[src/rtl/axi_stream_width_downsizer.sv]
// axi_stream_width_downsizer: splits each IN_BYTES-wide AXI-Stream beat into OUT_BYTES-wide sub-beats, lowest lanes first, skipping null sub-beats
// Ports:
//   clk, reset            sole clock, synchronous active-high reset
//   s_axis_*              wide slave side (tvalid/tready/tdata/tstrb/tkeep/tlast/tid/tdest/tuser)
//   m_axis_*              narrow master side, driven only from the holding register
module axi_stream_width_downsizer #(
    parameter int IN_BYTES   = 4,
    parameter int OUT_BYTES  = 1,
    parameter int ID_WIDTH   = 1,
    parameter int DEST_WIDTH = 1,
    parameter int USER_WIDTH = 1
) (
    input  logic                    clk,
    input  logic                    reset,
    input  logic                    s_axis_tvalid,
    output logic                    s_axis_tready,
    input  logic [8*IN_BYTES-1:0]   s_axis_tdata,
    input  logic [IN_BYTES-1:0]     s_axis_tstrb,
    input  logic [IN_BYTES-1:0]     s_axis_tkeep,
    input  logic                    s_axis_tlast,
    input  logic [ID_WIDTH-1:0]     s_axis_tid,
    input  logic [DEST_WIDTH-1:0]   s_axis_tdest,
    input  logic [USER_WIDTH-1:0]   s_axis_tuser,
    output logic                    m_axis_tvalid,
    input  logic                    m_axis_tready,
    output logic [8*OUT_BYTES-1:0]  m_axis_tdata,
    output logic [OUT_BYTES-1:0]    m_axis_tstrb,
    output logic [OUT_BYTES-1:0]    m_axis_tkeep,
    output logic                    m_axis_tlast,
    output logic [ID_WIDTH-1:0]     m_axis_tid,
    output logic [DEST_WIDTH-1:0]   m_axis_tdest,
    output logic [USER_WIDTH-1:0]   m_axis_tuser
);
    localparam int RATIO = IN_BYTES / OUT_BYTES;
    localparam int IW    = RATIO > 1 ? $clog2(RATIO) : 1;
    localparam int OW    = 8 * OUT_BYTES;

    if (IN_BYTES % OUT_BYTES != 0) begin : g_bad_ratio
        $error("IN_BYTES must be an integer multiple of OUT_BYTES");
    end

    logic [8*IN_BYTES-1:0] data_q;
    logic [IN_BYTES-1:0]   strb_q, keep_q;
    logic                  last_q;
    logic [ID_WIDTH-1:0]   id_q;
    logic [DEST_WIDTH-1:0] dest_q;
    logic [USER_WIDTH-1:0] user_q;
    logic                  full_q, full_d;
    logic [IW-1:0]         idx_q, idx_d, first_nz, next_nz;
    logic [RATIO-1:0]      nonnull;
    logic                  is_final, s_hs, m_hs;

    // Descending scan so the last hit is the lowest qualifying sub-beat
    always_comb begin
        nonnull  = '0;
        first_nz = '0;
        next_nz  = idx_q;
        is_final = 1'b1;
        for (int k = RATIO - 1; k >= 0; k--) begin
            nonnull[k] = |keep_q[k*OUT_BYTES +: OUT_BYTES];
            if (|s_axis_tkeep[k*OUT_BYTES +: OUT_BYTES]) first_nz = IW'(k);
            if (nonnull[k] && k > int'(idx_q)) begin
                is_final = 1'b0;
                next_nz  = IW'(k);
            end
        end
    end

    // A new beat may load in the same cycle the final sub-beat leaves
    assign s_axis_tready = !reset && (!full_q || (m_axis_tready && is_final));
    assign s_hs          = s_axis_tvalid && s_axis_tready;
    assign m_hs          = full_q && m_axis_tready;
    assign full_d        = s_hs ? 1'b1 : (m_hs && is_final) ? 1'b0 : full_q;
    assign idx_d         = s_hs ? first_nz : (m_hs && !is_final) ? next_nz : idx_q;

    always_ff @(posedge clk) begin
        if (reset) begin
            full_q <= 1'b0;
            idx_q  <= '0;
        end else begin
            full_q <= full_d;
            idx_q  <= idx_d;
            if (s_hs) begin
                data_q <= s_axis_tdata;
                strb_q <= s_axis_tstrb;
                keep_q <= s_axis_tkeep;
                last_q <= s_axis_tlast;
                id_q   <= s_axis_tid;
                dest_q <= s_axis_tdest;
                user_q <= s_axis_tuser;
            end
        end
    end

    assign m_axis_tvalid = full_q;
    assign m_axis_tdata  = data_q[idx_q*OW +: OW];
    assign m_axis_tstrb  = strb_q[idx_q*OUT_BYTES +: OUT_BYTES];
    assign m_axis_tkeep  = keep_q[idx_q*OUT_BYTES +: OUT_BYTES];
    assign m_axis_tlast  = last_q && is_final;
    assign m_axis_tid    = id_q;
    assign m_axis_tdest  = dest_q;
    assign m_axis_tuser  = user_q;
endmodule
[config.mk]
export PLATFORM = sky130hd
export DESIGN_NAME = axi_stream_width_downsizer
export DESIGN_NICKNAME = d
export VERILOG_FILES = /design/src/rtl/axi_stream_width_downsizer.sv
export SDC_FILE = /design/constraint.sdc
export NUM_CORES = 1
export LEC_CHECK = 0
export BUFFER_PORTS_ARGS = -buffer_cell sky130_fd_sc_hd__buf_4
export CORE_ASPECT_RATIO = 0.75
export CORE_MARGIN = 10
export CORE_UTILIZATION = 35
export DETAILED_ROUTE_END_ITERATION = 6
export GPL_TIMING_DRIVEN = 0
export SLEW_MARGIN = 20
export SYNTH_ARGS = -nofsm -noshare
export SYNTH_HDL_FRONTEND = slang
export SYNTH_SLANG_ARGS = --single-unit
[constraint.sdc]
create_clock -name clk -period 6.7 [get_ports clk]
set_input_delay 1.675 -clock clk [delete_from_list [all_inputs] [get_ports clk]]
set_output_delay 1.675 -clock clk [all_outputs]
set_load 0.02 [all_outputs]
# Word level (Yosys, flattened, before mapping)
# Index checks and enable logic that the tools add are counted.
[word_totals]
regBits = 47
inputBits = 48
out_inout_bits = 16
word_cells = 49
[classes]
magnitude_cmp = 3
shift = 3
mux = 14
bitwise_logic = 1
n_reduce_logical = 19
[ops]
columns = ["operator", "n"]
rows = [
  ["variable part select 32 x 6 -> 8 bit", 1],
  ["2-to-1 mux 2 bit", 9],
  ["logical AND 1 bit", 10],
  ["variable part select 4 x 3 -> 1 bit", 2],
  ["2-to-1 mux 1 bit", 5],
  ["greater-than comparator 2 bit (first input constant)", 2],
  ["AND reduction 2 bit", 2],
  ["nonzero test 2 bit", 2],
  ["nonzero test 4 bit", 1],
  ["zero test 1 bit", 3],
  ["greater-than comparator 1 x 2 -> 1 bit (first input constant)", 1],
  ["logical OR 1 bit", 1],
  ["inverter 1 bit", 1],
]

# Depth between registers and ports, before layout
# Gate-level depths: netlist of run 1.
[depth]
depth_word = 11
ltp_mapped = 4
depth_no_buf = 4

# Least setup slack after synthesis of run 1
# Ideal clock, no wire load.
[synth_timing]
path_kind = "input to register"
startpoint = "input m_axis_tready"
endpoint = "register data_q[0], enable pin"
setup_ns = 0.510
t_arrival_ns = 5.043
t_required_ns = 6.190
path_slack_ns = 1.147
stages = 2
n_path_buf = 0
cell_sequence = "a31oi_1 nor3b_1"
[synth_between]
elab_chain_cells = 5
[synth_lines]
columns = ["element", "line_no", "source"]
rows = [
  ["from (decl)", "25", "input logic m_axis_tready,"],
  ["logical AND 1 bit", "70", "assign s_axis_tready = !reset && (!full_q || (m_axis_tready && is_final));"],
  ["logical OR 1 bit", "70", ""],
  ["logical AND 1 bit", "70", ""],
  ["logical AND 1 bit", "71", "assign s_hs = s_axis_tvalid && s_axis_tready;"],
  ["AND reduction 2 bit (no line)", "n/a", ""],
  ["to (signal assigned)", "84", "data_q <= s_axis_tdata;"],
  ["to (decl)", "42", "logic [8*IN_BYTES-1:0] data_q;"],
]
# No other way between the ends.
# A chain may end at the register's enable or synchronous reset.

# Worst setup path after layout of run 1
[layout_timing]
startpoint = "input m_axis_tready"
endpoint = "output s_axis_tready"
[layout_between]
elab_chain_cells = 3
[layout_lines]
columns = ["element", "line_no", "source"]
rows = [
  ["logical AND 1 bit", "70", ""],
  ["logical OR 1 bit", "70", ""],
  ["logical AND 1 bit", "70", ""],
  ["to (decl)", "16", "output logic s_axis_tready,"],
]
# No other way between the ends.

==> results of run 1 <==
cells by family (layout without fill, tap and decap cells):
| family | count (synthesis) | after routing | synth area share [%] |
|---|---|---|---|
| buf+inv | 4 | 79 | 1.31 |
| simple gates | 14 | 14 | 4.69 |
| flops | 47 | 47 | 76.1 |
| compound gates | 15 | 15 | 5.45 |
| mux | 10 | 10 | 12.4 |
stage by stage:
step                hold WS, ps  cell area [µm²]  worst slack [ps]  power (µW)
floorplan                   585             1810              1150         398
global placement            657             2360              -117         446
detailed placement          670             2400              2730         450
CTS                         687             2520              2740         654
global route                730             2520              2680         674
finish                      687             2520              2730         645
state kept, by name (all words and copies together), names as in the netlist:
signal	count
data_q	32
keep_q	4
strb_q	4
idx_q	2
last_q	1
m_axis_tdest	1
m_axis_tid	1
m_axis_tuser	1
m_axis_tvalid	1
per-layer routing:
metal	vias up	track usage (%)
met4	0	3.32
met1	549	11.2
met5	-	0
met3	7	6.31
li1	515	-
met2	55	16.1
how the worst max path moves through the flow:
stage / slack, ps / endpoint / start
6_report: 2730 / s_axis_tready / m_axis_tready
5_1_grt: 2680 / s_axis_tready / m_axis_tready
4_1_cts: 2740 / s_axis_tready / m_axis_tready
3_5_place_dp: 2730 / s_axis_tready / m_axis_tready
3_3_place_gp: -120 / data_q[7] / m_axis_tready
2_1_floorplan: 1150 / data_q[0] / m_axis_tready
power by group:
part           switching [µW]  internal, µW
Clock                    92.4           111
Sequential               5.68           336
Combinational            45.9          53.8
Total                     144           501
layout make-up:
type / instances / area, µm² / share of cell area [%]
Sequential cell: 47 / 1380 / 54.9
Timing Repair Buffer: 67 / 510 / 20.3
Multi-Input combinational cell: 39 / 414 / 16.5
Tap cell: 60 / 75.1 / 2.98
Clock buffer: 5 / 68.8 / 2.73
Clock inverter: 3 / 42.5 / 1.69
Buffer: 2 / 16.3 / 0.646
Inverter: 2 / 7.51 / 0.298
Yosys cell counts, types with 2 or more instances:
cell type  number  area, µm²
a31oi_1         2       12.5
and2b_1         2       15.0
dfxtp_1         3       60.1
edfxtp_1       44       1320
inv_1           2       7.51
mux4_2         10        225
nand2b_1        3       18.8
nor2_1          2       7.51
nor2b_1         3       18.8
nor3b_1         2       15.0
o21ai_0         3       15.0
o21ai_1         3       15.0
o21bai_1        2       15.0
worst min-delay path: stages, from the launching register on:
cell	delay (ps)
dfxtp_1	430
a32o_1	150
a21oi_1	60
==> metrics.md, run 1 <==
| Metric | Value |
|---|---|
| Flop2flop setup slack | 4380 ps |
| Detailed router's first-iteration violation count | 44 |
| Clock skew | 2.84 ps |
| Layout Area Growth over Synthesis | 38.7% |
| Final Max Slew Viols | 0 |
| Setup Buffers After CTS | 0 |
| Top_reg_cell synth | edfxtp_1 |
| First-pass GRT wire length | about 6400 µm |
| Clk sink count | 47 |
| Via count | 1,126 |
| Htree depth | 2 |
| CP most frequent cell | buf_4 |
| Final core occ | 50.8% |
| Cell Rows | 22 |
| R2R depth | 7 |
| WP data required | 5030 ps |
| Worst skew pair latency | 290 ps |
| Post-Synthesis Cell Area | between 1500 and 2000 µm² |
| Congestion Overflow GR | 0 |
| Top layer in use | met4 |
| Antenna violations before repair | 0 |
| Reg-to-Reg Start | keep_q[1] |
| Clock tree buffer depth | 2 |
| DRC Markers | 0 |
| WHS Endpoint | idx_q[0] |
| Worst min-delay path class | register to register |
| Register bit total from synthesis | 47 |
| Leakage power total | around 0.00096 µW |
| DRT Pass-1 Iters | 4 |
| Critical path's slowest cell | a31oi_1 |
| WL met2 | 1910 µm |
| FFs w/ async S/R, synth | 0% |
| Worst Max-Slew Pin Slew | 545 ps |
| Gr usage total | 10.2% |
| CP max FO | 4 |
| Crit-path max cell delay | 250 ps |
| Post-CTS Resized | 0 |
| Syn Nets | 138 |
| CTS clock-pin slew for the worst setup and hold paths | around 80 ps |
| Boundary pin count | 64 |
| Number of flops mapped to enable cells by yosys | 44 |
| Hold_buf cts | 0 |
| Core ar. | approximately 5000 µm² |
| Part of the cycle the worst path needs | between 50% and 60% |
| Number of CTS-inserted buffers | 5 |
| Power density of the placed cells | 256 nW/µm² |
| Reg-to-Reg End | data_q[31] |
| Vias per cell | approximately 5 |
| Die height | 82.4 µm |
| Root Driver | clkbuf_8 |
| Filler cells | 438 |
| Worst setup SP type | primary input |
| Outcome | finished clean |
| Final setup viols | 0 |
| Worst-case vdd ir drop | 0.119 mV |
| Critical path class | primary input to output pin |
| Setup crit end kind | output pin |
| Wire length on met1 | 1630 µm |
| DP Cell Count | 217 |
| Dpl hpwl | 3200 µm |
| Initial core utilization | 36.6% |
| GP Congestion | 0.792 |
| Crit path max-delay family | buffers and inverters |
| Pin count of the biggest net entering global routing | 16 |
| Cell breakdown of the critical path | buf_4 > a31oi_1 > nor2_1 > buf_4 |
| Hold_sp | m_axis_tvalid |
| Metal3 WL | 511 µm |
| Hold Path Stages | 2 |
| Non-filler instance count after layout | 225 |
| RSZ-0062 raised after global routing | false |
| Vias in the first global route | 1,233 |
| # diodes | 0 |
| Nets | 212 |
| Buf/Inv on CP | 2 |
| Fin Setup TNS | 0 ps |
| TritonCTS clock tree | yes |
| DIE AREA | 8490 µm² |
| Fmax | roughly 250 MHz |
| Critical Path AT | 2290 ps |
| Mean Syn Cell Area | between 20 and 25 µm² |
| Commonest non-fill, non-tap cell in the layout | buf_4 |
| Antenna-violating nets left | 0 |
| Hold Fails Final Rpt | 0 |
| Register area share after synthesis | between 70% and 80% |
| Detailed Route WL | 4090 µm |
| Ys Warns | 0 |
| Instance count on the critical path | 4 |
| Chip width | 103 µm |
| Post-synthesis cell type count | 22 |
| Fin crit period | 3970 ps |
| DR WL/cell | 18.2 µm |
| Port Buffer Count | 63 |
| Most frequent cells in the layout | buf_4, edfxtp_1, mux4_2 |
| Mapped Cells | 90 |
| Max Cap Viol | 0 |
| Slew HR | 63.5% |
| Fraction of layout cells with a size suffix above 1 | between 50% and 60% |
Power figures use the tool's default switching activity.
==> inputs of run 2 (changes only) <==
Settings changed: ABC_AREA set to 1.
Clock period 6.7 ns to 3.33 ns, I/O delays scaled along.
==> run 2 against run 1 <==
  * Cell count rose by 23%
  * First-iteration DRC count rose by 20%
  * Sequential share of layout area fell by 0.59 points
  * Clock-buffer cell count rose by 1
  * Synthesized cell count rose by 47%
  * Flip-flop and latch count did not move
  * Critical path depth rose by 1
  * Global-route usage rose by 0.51 points
  * Combinational power rose by 120%
  * Critical path type is now register to output pin
  * Largest cell class unchanged
==> metrics.md, run 2 <==
| Metric | Value |
|---|---|
| Ys Warns | 0 |
| Setup crit end kind | output pin |
| Cell breakdown of the critical path | inv_2 > clkbuf_1 > o21ai_0 > o22ai_1 > buf_4 |
| Htree depth | 2 |
| DIE AREA | 8680 µm² |
| Initial core utilization | between 30% and 40% |
| Outcome | finished clean |
| Post-synthesis cell type count | 22 |
| Post-Synthesis Cell Area | 1860 µm² |
| First-pass GRT wire length | 7360 µm |
| Most frequent cells in the layout | buf_4, edfxtp_1, nor2_1 |
| DRC Markers | 0 |
| Chip width | 104 µm |
| Critical path's slowest cell | clkbuf_1 |
| Nets | 251 |
| Commonest non-fill, non-tap cell in the layout | buf_4 |
| Register area share after synthesis | 74.1% |
| Post-CTS Resized | 0 |
| Worst min-delay path class | register to register |
| Max reg flops | 32 |
| Part of the cycle the worst path needs | 76.2% |
| Syn Nets | 180 |
| RSZ-0062 raised after global routing | false |
| Critical path class | register to output pin |
| WP data required | approximately 2500 ps |
| Layout Area Growth over Synthesis | 36.4% |
| Clock tree buffer depth | 2 |
| Detailed router's first-iteration violation count | 53 |
| Vias in the first global route | 1,467 |
| Congestion Overflow GR | 0 |
| # diodes | 0 |
| Buf/Inv on CP | 3 |
| Fin Setup TNS | 0 ps |
| Mean Syn Cell Area | 14.1 µm² |
| FFs w/ async S/R, synth | 0% |
| Hold Worst Slack | 598 ps |
| Die height | 83.2 µm |
| Fmax | between 300 and 400 MHz |
| Pin count of the biggest net entering global routing | 25 |
| Boundary pin count | 64 |
| Dpl hpwl | about 3500 µm |
| Worst setup SP type | register |
| CP max FO | 10 |
| Vias per cell | 4.70 |
| Power density of the placed cells | 491 nW/µm² |
| Leakage power total | approximately 0.00099 µW |
| Setup Buffers After CTS | 0 |
| Antenna violations before repair | 0 |
| Area contributors post-synth | edfxtp_1, mux2i_1, nor2_1, dfxtp_1, o22ai_1 |
| Largest reg by FF count | data_q |
| Detailed Route WL | approximately 4600 µm |
| Area post-placement | 2450 µm² |
| Port Buffer Count | 63 |
| Top-count cell post-synth | edfxtp_1 |
| Synth area leader | edfxtp_1 |
| Worst Max-Slew Pin Slew | 549 ps |
| TritonCTS clock tree | yes |
| Critical Path AT | around 1700 ps |
| Top Registers | data_q (32), keep_q (4), strb_q (4) |
| Core ar. | 5010 µm² |
| Worst skew pair latency | around 300 ps |
| DR WL/cell | ~17 µm |
| Hold_buf cts | 0 |
| Synth cell count leaders | edfxtp_1, nor2_1, mux2i_1, o22ai_1, nand3_1 |
| Fraction of layout cells with a size suffix above 1 | between 40% and 50% |
| Crit-path max cell delay | roughly 370 ps |
| Mapped Cells | 132 |
| Number of flops mapped to enable cells by yosys | 44 |
| Slew HR | 63.4% |
| Max Cap Viol | 0 |
| DRT Pass-1 Iters | 4 |
| Hold Fails Final Rpt | 0 |
| Clk sink count | 47 |
| Clock skew | between 1.5 and 2 ps |
| CTS clock-pin slew for the worst setup and hold paths | 80 ps |
| GP Congestion | 0.767 |
| Final Cell Area | 2540 µm² |
| Top_reg_cell synth | edfxtp_1 |
| Via count | between 1,000 and 1,500 |
| Root Driver | clkbuf_8 |
| Fin crit period | 2540 ps |
| Cell Rows | 22 |
| Crit path max-delay family | buffers and inverters |
| Gr usage total | between 10% and 20% |
| Final Max Slew Viols | 0 |
| Area share of the largest cell type after synthesis | 70.9% |
| Register bit total from synthesis | 47 |
| Final setup viols | 0 |
| Antenna-violating nets left | 0 |
| Number of CTS-inserted buffers | 5 |
| Worst-case vdd ir drop | roughly 0.26 mV |
-- run 2: changes by cell type after synthesis, sizes merged, moves of 3 or more --
cell | before | now
clkbuf | 0 | 4
mux2i | 0 | 9
nand3 | 0 | 10
nand2 | 1 | 10
o21ai | 6 | 10
nor2 | 2 | 17
inv | 2 | 8
o22ai | 0 | 9
mux4 | 10 | 0
nor2b | 3 | 0
nand2b | 3 | 0
-- run 2: worst reg2reg max path: cells and delay by family (launching register included) --
family	cells	cell delay, ps
buf+inv	2	620
flops	1	420
simple gates	5	540
-- run 2: cells by family after synthesis --
logic type	after synthesis	synth area share [%]
DFF	47	74.1
and+or+nand+nor	40	11.2
AOI/OAI and AO/OA	23	7.18
buffers and inverters	13	2.68
muxes	9	4.83
-- run 2: cell type report --
type | count | area, µm²
fill | 462 | 2470
sequential | 47 | 1380
timing repair buffer | 64 | 500
multi-input combinational | 72 | 433
tap | 72 | 90.1
clock buffer | 6 | 72.6
inverter | 8 | 30.0
buffer | 5 | 20.0
clock inverter | 2 | 16.3
-- run 2: power by group --
group	total [µW]	leakage, µW	internal, µW	switching [µW]
logic	217	0.000517	99.5	118
clock network	343	0.0000418	151	192
registers	689	0.000435	678	11.1
total	1250	0.000994	929	320
-- run 2: layer usage --
metal / vias up / global-route usage, % / routed length, µm
met5: - / 0 / 0
li1: 631 / - / -
met2: 48 / 18.1 / 2250
met4: 0 / 4.13 / 61
met1: 612 / 11.5 / 1880
met3: 7 / 4.71 / 406
-- run 2: path summary, 6_finish.rpt --
path	from	end	slack, ps	cells after the start
hold reg to reg	m_axis_tvalid	m_axis_tvalid	600	2
hold / removal	m_axis_tvalid	m_axis_tvalid	600	2
setup reg to reg	idx_q[1]	data_q[31]	1460	7
setup / recovery	idx_q[1]	m_axis_tdata[6]	790	5
-- run 2: per-stage QoR --
step / total power, µW / util, % / cells / setup WS, ps
floorplan: 810 / - / 132 / 925
global placement: 914 / 48.5 / 267 / 461
detailed placement: 923 / 49.0 / 268 / 1110
CTS: 1270 / 50.8 / 276 / 763
global route: 1310 / 50.8 / 276 / 645
finish: 1250 / 50.8 / 276 / 794
